File: src/rtl/lix_pkg.sv
// Shared constants for the lix masked A2B pipeline (CSA top and stage sequencer).
package lix_pkg;

    localparam int LIX_STAGES = 4;
    localparam int LIX_CNT_W  = 16;

endpackage

File: src/rtl/lix_stage_ctl.sv
// One pipeline stage: decides whether the stage register loads this cycle and
// tracks whether the stage currently holds a word.
module lix_stage_ctl (
    input  logic clk_i,
    input  logic rst_ni,
    input  logic i_src,
    input  logic i_drain,
    input  logic i_rnd_vld,
    input  logic i_flush,
    output logic o_en,
    output logic o_hold,
    output logic o_vld
);

    logic r_vld;

    // A stage is stuck only if it is occupied and its word is not leaving.
    assign o_hold = r_vld & ~i_drain;
    assign o_en   = i_src & ~o_hold & i_rnd_vld & ~i_flush;
    assign o_vld  = r_vld;

    // NOTE: state flops use non-blocking assignments so every stage samples the
    // pre-edge values of its neighbours, regardless of evaluation order.
    always_ff @(posedge clk_i or negedge rst_ni) begin
        if (!rst_ni) begin
            r_vld <= 1'b0;
        end else if (o_en) begin
            r_vld <= 1'b1;
        end else if (i_drain || i_flush) begin
            r_vld <= 1'b0;
        end
    end

endmodule

File: src/rtl/lix_pipe_ctrl.sv
// Stage-enable sequencer for the masked A2B pipeline: per-stage valid tracking,
// upstream/downstream handshake, randomness stall, flush and a transfer counter.
module lix_pipe_ctrl
    import lix_pkg::*;
#(
    parameter int S  = LIX_STAGES,
    parameter int CW = LIX_CNT_W
) (
    input  logic          clk_i,
    input  logic          rst_ni,
    input  logic          i_vld,
    output logic          o_rdy,
    input  logic          i_rdy,
    output logic          o_vld,
    input  logic          i_rnd_vld,
    output logic          o_rnd_take,
    input  logic          i_flush,
    output logic [S-1:0]  o_stg_en,
    output logic [S-1:0]  o_stg_vld,
    output logic          o_busy,
    output logic [CW-1:0] o_cnt
);

    logic [S-1:0]  w_vld;
    logic [S-1:0]  w_en;
    logic          w_hold0;
    logic          w_xfer;
    logic [CW-1:0] r_cnt;

    // The drain of stage k is the enable of stage k+1, so enables ripple from
    // the output stage back towards the input.
    for (genvar k = 0; k < S; k++) begin : g_stage
        logic w_src;
        logic w_drain;
        logic w_stage_en;
        logic w_hold;

        if (k == 0) begin : g_first
            assign w_src   = i_vld;
            assign w_hold0 = w_hold;
        end else begin : g_mid
            assign w_src = w_vld[k-1];
        end

        if (k == S - 1) begin : g_last
            assign w_drain = i_rdy;
        end else begin : g_inner
            assign w_drain = g_stage[k+1].w_stage_en;
        end

        lix_stage_ctl u_ctl (
            .clk_i     (clk_i),
            .rst_ni    (rst_ni),
            .i_src     (w_src),
            .i_drain   (w_drain),
            .i_rnd_vld (i_rnd_vld),
            .i_flush   (i_flush),
            .o_en      (w_stage_en),
            .o_hold    (w_hold),
            .o_vld     (w_vld[k])
        );

        assign w_en[k] = w_stage_en;
    end

    // The output word leaves on i_rdy alone; it needs no randomness and a
    // flush does not cancel it.
    assign w_xfer = w_vld[S-1] & i_rdy;

    always_ff @(posedge clk_i or negedge rst_ni) begin
        if (!rst_ni) begin
            r_cnt <= '0;
        end else if (w_xfer) begin
            r_cnt <= r_cnt + CW'(1);
        end
    end

    assign o_rdy      = ~w_hold0 & i_rnd_vld & ~i_flush;
    assign o_vld      = w_vld[S-1];
    assign o_rnd_take = |w_en;
    assign o_stg_en   = w_en;
    assign o_stg_vld  = w_vld;
    assign o_busy     = |w_vld;
    assign o_cnt      = r_cnt;

endmodule

File: config.mk
export PLATFORM = sky130hd
export DESIGN_NAME = lix_pipe_ctrl
export DESIGN_NICKNAME = d
export VERILOG_FILES = /design/src/rtl/lix_pkg.sv /design/src/rtl/lix_stage_ctl.sv /design/src/rtl/lix_pipe_ctrl.sv
export SDC_FILE = /design/constraint.sdc
export NUM_CORES = 1
export LEC_CHECK = 0
export ABC_AREA = 0
export BUFFER_PORTS_ARGS = -buffer_cell sky130_fd_sc_hd__buf_2
export CELL_PAD_IN_SITES_DETAIL_PLACEMENT = 0
export CELL_PAD_IN_SITES_GLOBAL_PLACEMENT = 1
export CORE_UTILIZATION = 39
export DETAILED_ROUTE_END_ITERATION = 8
export PLACE_DENSITY_LB_ADDON = 0.1
export SETUP_SLACK_MARGIN = 0.5
export SYNTH_ARGS = -nofsm -noshare
export SYNTH_HDL_FRONTEND = slang
export SYNTH_SLANG_ARGS = --single-unit
File: constraint.sdc
create_clock -name clk_i -period 3 [get_ports clk_i]
set_input_delay 0.6 -clock clk_i [delete_from_list [all_inputs] [get_ports clk_i]]
set_output_delay 0.6 -clock clk_i [all_outputs]
set_load 0.01 [all_outputs]
======== Word-level counts from Yosys, hierarchy flattened ========
Index checks and enable logic that the tools add are counted.
storage, ports and cells
  register bits ........................... 20
  input port bits ......................... 6
cells by class
  bitwise gates (word level) .............. 28
  mux-type cells .......................... 8
  add/subtract/negate cells ............... 1
  reductions and logical operators ........ 10
operators by type and width
  operator                                                         count
  1-bit AND                                                        19
  16-bit by 1-bit adder with 16-bit output, second input constant  1
  1-bit inverter                                                   9
  1-bit two-way mux                                                8
  2-bit nonzero test                                               4
  4-bit OR reduction                                               2
  1-bit logical OR                                                 4

======== Longest topological paths before layout ========
Gate-level depths: netlist of run 1.
  depth after elaboration ................. 25
  depth in mapped cells ................... 5

======== By module ========
From an unflattened synthesis of run 1, not the netlist that was laid out.
unflattened totals
  cell total of the unflattened synthesis .. 91
  area, all modules ....................... 1027.2 sq um
modules (own cells, without submodules)
  module         area an instance (sq um)  cells an instance  times used
  lix_pipe_ctrl  782.0                     67                 1
  lix_stage_ctl  61.3                      6                  4

======== Least setup slack after synthesis of run 1 ========
OpenSTA, ideal clock, no wires.
  kind .................................... input port to output port
  start point ............................. input i_rdy
  end point ............................... output o_rnd_take
  setup slack ............................. 0.858 ns
  stages .................................. 4
  required time ........................... 2.400 ns
  path buffers ............................ 0
  arrival time ............................ 1.542 ns
  path through ............................ nand3b_1 -> nor2_1 -> a21boi_0 -> a21boi_0
on the way
  longest elaborated chain between the ends .. 25
RTL lines
  what                       RTL line             RTL
  start: declaration         lix_pipe_ctrl.sv:13  input logic i_rdy,
  1-bit inverter *           lix_stage_ctl.sv:18  assign o_hold = r_vld & ~i_drain;
  1-bit AND *                lix_stage_ctl.sv:18
  1-bit inverter *           lix_stage_ctl.sv:19  assign o_en = i_src & ~o_hold & i_rnd_vld & ~i_flush;
  1-bit AND * (3 in series)  lix_stage_ctl.sv:19
  1-bit inverter             lix_stage_ctl.sv:18
  1-bit AND                  lix_stage_ctl.sv:18
  1-bit inverter             lix_stage_ctl.sv:19
  1-bit AND (3 in series)    lix_stage_ctl.sv:19
  1-bit inverter             lix_stage_ctl.sv:18
  1-bit AND                  lix_stage_ctl.sv:18
  1-bit inverter             lix_stage_ctl.sv:19
  1-bit AND (3 in series)    lix_stage_ctl.sv:19
  1-bit inverter             lix_stage_ctl.sv:18
  1-bit AND                  lix_stage_ctl.sv:18
  1-bit inverter             lix_stage_ctl.sv:19
  1-bit AND (3 in series)    lix_stage_ctl.sv:19
  4-bit OR reduction *       lix_pipe_ctrl.sv:80  assign o_rnd_take = |w_en;
  end: declaration           lix_pipe_ctrl.sv:16  output logic o_rnd_take,
Mark *: on every way between the ends. The rest lies on a longest branch, timed or not.

======== Final worst setup path of run 1 ========
  start point ............................. register g_stage[3].u_ctl.r_vld
  end point ............................... output o_rnd_take
on the way
  longest elaborated chain between the ends .. 24
RTL lines
  what                       RTL line             RTL
  start: declaration         lix_stage_ctl.sv:15  logic r_vld;
  start signal: assignment   lix_stage_ctl.sv:26  r_vld <= 1'b0;
  start signal: assignment   lix_stage_ctl.sv:28  r_vld <= 1'b1;
  start signal: assignment   lix_stage_ctl.sv:30  r_vld <= 1'b0;
  1-bit AND *                lix_stage_ctl.sv:18
  1-bit inverter *           lix_stage_ctl.sv:19
  1-bit AND * (3 in series)  lix_stage_ctl.sv:19
  1-bit inverter             lix_stage_ctl.sv:18
  1-bit AND                  lix_stage_ctl.sv:18
  1-bit inverter             lix_stage_ctl.sv:19
  1-bit AND (3 in series)    lix_stage_ctl.sv:19
  1-bit inverter             lix_stage_ctl.sv:18
  1-bit AND                  lix_stage_ctl.sv:18
  1-bit inverter             lix_stage_ctl.sv:19
  1-bit AND (3 in series)    lix_stage_ctl.sv:19
  1-bit inverter             lix_stage_ctl.sv:18
  1-bit AND                  lix_stage_ctl.sv:18
  1-bit inverter             lix_stage_ctl.sv:19
  1-bit AND (3 in series)    lix_stage_ctl.sv:19
  4-bit OR reduction *       lix_pipe_ctrl.sv:80
Marked as above.

==> metrics.yaml, run 1 <==
timing:
  tightest_slew_ps: 439
  fin_setup_tns_ps: 0
  relSlewSlack: 0.708
  setup_viol: 0
  fin_crit_sh: 0.745
  fmax_mhz: 447
  hold_viol: 0
  slew_viol_final: 0
  rsz0062_at_grt: "no"
  finClkSkew_ps: 14.5
  finalCriticalPeriod_ps: 2240
power:
  leakagePower_nw: 0.677
  fin_total_pwr_w: 0.000525
  ir_drop_mv: 0.390
  power_density_nw_per_um2: 429
routing:
  via_per_inst: 4.62
  wl_per_cell_um: 11.4
  antenna_left: 0
  drt_wl_total_mm: 1.82
  drcViolationCount: 0
  drt_iter0_drc: 11
  vias: 735
  firstDrtPassIters: 4
worst_setup_path:
  worstPathRequired_ps: 2400
  cp_common_cell: "a21boi_0"
  worst_r2r_endpoint: "o_cnt[14]"
  critical_path.top_delay_family: "flip-flops"
  start_kind: "flip-flop"
  rr_startpoint: "o_cnt[0]"
  worstPathArrival_ps: 1640
  setup.worst_path.end_class: "output pin"
  cpMaxStageDelayCell: "dfrtp_1"
  cp_max_fo: 8
  reg2reg_slack_ps: 1520
  cp-startpoint: "g_stage[3].u_ctl.o_vld"
  path_class: "reg -> out"
  rr_worst_depth: 5
  max_stage_delay_ps: 460
  path_buf_inv: 1
  cp_cell_sequence: "nand3b_1, nor2_1, a21boi_0, a21boi_0, buf_2"
clocking:
  cts_sinks: 20
  cts-resized-gates: 0
  cts_made_buffers: 3
  worstSkewPairLatency_ps: 300
  ctsHoldBuffers: 0
  post-cts-setup-buffer-count: 0
  cts_max_path_buffers: 2
  root_buffer: "clkbuf_4"
  cts_tree: "yes"
  cts_max_level: 1
  clk_pin_slew_ps: 120
placement:
  hpwl_mm: 1.36
  routabilityCongestion: 0.721
  port_buffers: 33
global_routing:
  grt_pass1_vias: 646
  antenna_found_initial: 0
  grt_max_degree: 21
  grt_first_pass_wirelength_mm: 2.95
  grtUsageTotal: 0.146
  overflow: 0
synth:
  syn_area_um2: 1030
  synth_edf_count: 0
  postSynthAreaPerCell_um2: 10.3
  synth-main-ff-cell: "dfrtp_1"
  synthCells: 100
  ys_warn_count: 0
  synth_fp_nets: 107
  ys_async_sr_fraction: 1.00
  synth-seq-cells: 20
  synth_cell_types: 28
  synth_seq_area_share: 0.487
flow_run:
  drv_cap: 0
cells_and_area:
  final_common_cell: "buf_2"
  drive_above_1_share: 0.341
  mostFrequentLayoutCells: "buf_2 (33), dfrtp_1 (20), nor2_1 (12), nand2_1 (11), xor2_1 (8)"
  area_growth_pct: 19.0
  nNetsFinal: 137
  antenna_cells: 0
floorplanning:
  core_um2: 2480
  io_pins: 34
  die_h_um: 53.4
  die_x_um: 53.4
  num_rows: 18
  dieArea_um2: 2850
  initial_core_util: 0.415
status:
  outcome: "complete, no violations"
worst_hold_path:
  min_path_type: "in -> async"
## area by class of cell
type,instances,area (um^2)
flip-flops and latches,20,500
repair buffers,33,165
clock inverters,1,30.0
well taps,30,37.5
clock buffers,3,22.5
inverters,5,18.8
multi-input cells,67,449
fillers,247,1250
## where the power goes
group / internal [W] / total [W] / switching (W)
clock: 0.000135 / 0.000215 / 0.0000796
combinational: 0.0000131 / 0.0000318 / 0.0000188
sequential: 0.000273 / 0.000278 / 0.00000499
## state kept, by name (all words and copies together) (netlist names)
register             flops
o_cnt                   16
g_stage.u_ctl.o_vld      4
## synthesized netlist by cell type (2+ instances only)
| cell type | count | area share |
|---|---|---|
| xor2_1 | 8 | 0.068 |
| a21boi_0 | 2 | 0.015 |
| nor2_1 | 12 | 0.044 |
| o21ai_0 | 2 | 0.0097 |
| nand3_1 | 3 | 0.015 |
| buf_4 | 8 | 0.058 |
| dfrtp_1 | 20 | 0.49 |
| and3_1 | 3 | 0.018 |
| nand2_1 | 11 | 0.040 |
| xnor2_1 | 7 | 0.060 |
| a21oi_1 | 2 | 0.0097 |
| inv_1 | 5 | 0.018 |
| a22oi_1 | 2 | 0.015 |
## per-layer routing
metal / track usage / vias to the layer above / wire (um)
met5: 0 / - / 0
met4: 0.0395 / 0 / 10
met3: 0.0517 / 2 / 94
met2: 0.196 / 18 / 745
met1: 0.216 / 331 / 968
li1: - / 384 / -
## metrics by stage
| stage | util | instance area, um^2 | instances | setup slack [ps] | hold WS [ps] |
|---|---|---|---|---|---|
| 2_1_floorplan | - | 1030 | 100 | 858 | 304 |
| 3_3_place_gp | 0.473 | 1170 | 155 | 845 | 453 |
| 3_5_place_dp | 0.473 | 1170 | 155 | 782 | 457 |
| 4_1_cts | 0.494 | 1220 | 159 | 755 | 221 |
| 5_1_grt | 0.494 | 1220 | 159 | 573 | 228 |
| 6_report | 0.494 | 1220 | 159 | 764 | 219 |
## worst max path at each step
stage	end	depth (start not counted)	slack, ps
global route	o_rnd_take	5	570
detailed placement	o_rnd_take	6	780
CTS	o_rnd_take	5	750
finish	o_rnd_take	5	760
global placement	o_rnd_take	6	840
floorplan	o_rnd_take	4	860
## logic make-up (layout without fill, tap and decap cells)
logic type	count (synthesis)	count (layout)	synth area share
multiplexers	1	1	0.0109
AO/OA/AOI/OAI	8	8	0.0487
flip-flops	20	20	0.487
AND/OR/NAND/NOR	42	42	0.237
XOR/XNOR	15	15	0.128
buffers and inverters	13	42	0.0766
adder cells (fa/ha/maj)	1	1	0.0122
No activity file was read; power rests on OpenSTA's default activity.
==> inputs of run 2 (changes only) <==
CORE_UTILIZATION = 37   (was 39)
clock period = 2.3 ns   (was 3 ns; I/O delays follow)
==> metrics.yaml, run 2 (synthesis gave the netlist of run 1 again) <==
worst_setup_path:
  setup.worst_path.end_class: "output pin"
  path_class: "reg -> out"
  cp_max_fo: 7  # -1
  worstPathArrival_ps: 1390  # -250 ps
  worstPathRequired_ps: 1840  # -560 ps
  start_kind: "flip-flop"
timing:
  rsz0062_at_grt: "yes"
  finalCriticalPeriod_ps: 1850
  slew_viol_final: 0  # unchanged
  hold_viol: 0  # unchanged
  finClkSkew_ps: 3.30  # -11.2 ps
  fin_crit_sh: 0.805
  fmax_mhz: 540
  relSlewSlack: 0.708  # about the same
  fin_setup_tns_ps: 0  # unchanged
  tightest_slew_ps: 439  # -0.0650 ps
  setup_viol: 0  # unchanged
  final.setup.worst_slack_ps: 448  # -316 ps
power:
  ir_drop_mv: 0.288  # -26%
  leakagePower_nw: 0.707  # +4.4%
  power_density_nw_per_um2: 442  # +3.1%
worst_hold_path:
  min_path_type: "in -> async"
clocking:
  cts_tree: "yes"
  worstSkewPairLatency_ps: 290  # about the same
  cts_max_path_buffers: 2  # unchanged
  cts_made_buffers: 3  # unchanged
  cts_max_level: 1  # unchanged
  cts_sinks: 20  # unchanged
  root_buffer: "clkbuf_4"
  clk_pin_slew_ps: 110  # about the same
cells_and_area:
  regArea_um2: 503  # +0.50%
  drive_above_1_share: 0.438  # +0.0969
  final_common_cell: "buf_2"
  nNetsFinal: 146  # +6.6%
  mostFrequentLayoutCells: "buf_2 (30), dfrtp_1 (18), nand2_1 (11), nor2_1 (9), buf_4 (9)"
  antenna_cells: 0  # unchanged
  multi_input_area_um2: 472  # +5.0%
  fillers: 258  # +4.5%
  largest_reg_flops: 16  # unchanged
  area_growth_pct: 26.9
status:
  outcome: "complete, no violations"
routing:
  drt_wl_total_mm: 2.04  # +12%
  wl_per_cell_um: 12.2  # +7.0%
  antenna_left: 0  # unchanged
  firstDrtPassIters: 4  # unchanged
  drt_iter0_drc: 7  # -4
  drcViolationCount: 0  # unchanged
  via_per_inst: 4.69  # +1.6%
  vias: 784  # +6.7%
floorplanning:
  dieArea_um2: 2990  # +5.2%
  num_rows: 18  # unchanged
  die_h_um: 54.7  # +2.6%
  core_um2: 2540  # +2.7%
  initial_core_util: 0.404  # -0.0110
  io_pins: 34  # unchanged
  die_x_um: 54.7  # +2.6%
placement:
  routabilityCongestion: 0.676  # -6.2%
  hpwl_mm: 1.38  # +1.7%
  port_buffers: 33  # unchanged
  place_ws_ps: 418  # -364 ps
global_routing:
  grt_pass1_vias: 717  # +11%
  grt_first_pass_wirelength_mm: 3.13  # +6.3%
  grtUsageTotal: 0.150  # +0.00371
  grt_max_degree: 21  # unchanged
  overflow: 0  # unchanged
  antenna_found_initial: 0  # unchanged
flow_run:
  drv_cap: 0  # unchanged
==> run 2: cell count changes in the layout (fill, tap and decap cells not counted), sizes merged <==
cell	change
buf	+9
bufinv	-1
==> run 2: cell type report <==
cell class                 instances  share of cell area
tap                               30              0.0288
multi-input combinational         67               0.361
timing repair buffer              42               0.193
sequential                        20               0.385
inverter                           5              0.0144
clock buffer                       3              0.0173
==> run 2: worst max-delay path, cell delays in order, from the launching register on <==
cell and delay (ps):
dfrtp_2 470, or4_4 490, buf_6 130
==> run 2: power breakdown <==
group	total [W]	leakage, nW	internal, W	switching, W
clock	0.000161	0.0138	0.0000609	0.000100
sequential	0.000364	0.259	0.000356	0.00000740
combinational	0.0000516	0.434	0.0000241	0.0000275
==> run 2: metrics by stage <==
stage               cells  hold WS, ps  cell area [um^2]   util  total power (W)
detailed placement    155          437              1170  0.460         0.000413
CTS                   166         98.9              1270  0.501         0.000586
global route          167          124              1310  0.513         0.000601
global placement      155          434              1170  0.460         0.000412
floorplan             100          164              1030      -         0.000391
finish                167         92.5              1310  0.513         0.000576
==> run 2: timing repair <==
action | 4_1_cts | 5_1_grt
endpoints found under the setup margin | 5 | 7
resized for setup | 9 | 5
pin swaps | 6 | 0
hold buffers | 0 | 0
setup buffers | 8 | 1
gates cloned | 0 | 0
==> run 2: worst paths after layout <==
kind	start	depth (start not counted)	to	slack, ps
max reg2reg	o_cnt[0]	5	o_cnt[14]	780
min	rst_ni	1	g_stage[0].u_ctl.o_vld	90
min in group clk_i	i_flush	2	g_stage[1].u_ctl.o_vld	380
min reg2reg	o_cnt[15]	1	o_cnt[15]	470
max in group asynchronous	rst_ni	1	g_stage[3].u_ctl.o_vld	1880
max	g_stage[1].u_ctl.o_vld	2	o_busy	450
==> run 2: per-layer routing <==
| metal | track usage | share of wire | up-vias |
|---|---|---|---|
| met3 | 0.0306 | 0.048 | 0 |
| li1 | - | - | 401 |
| met2 | 0.231 | 0.46 | 19 |
| met1 | 0.197 | 0.50 | 364 |
| met5 | 0 | 0 | - |
| met4 | 0.0726 | 0 | 0 |
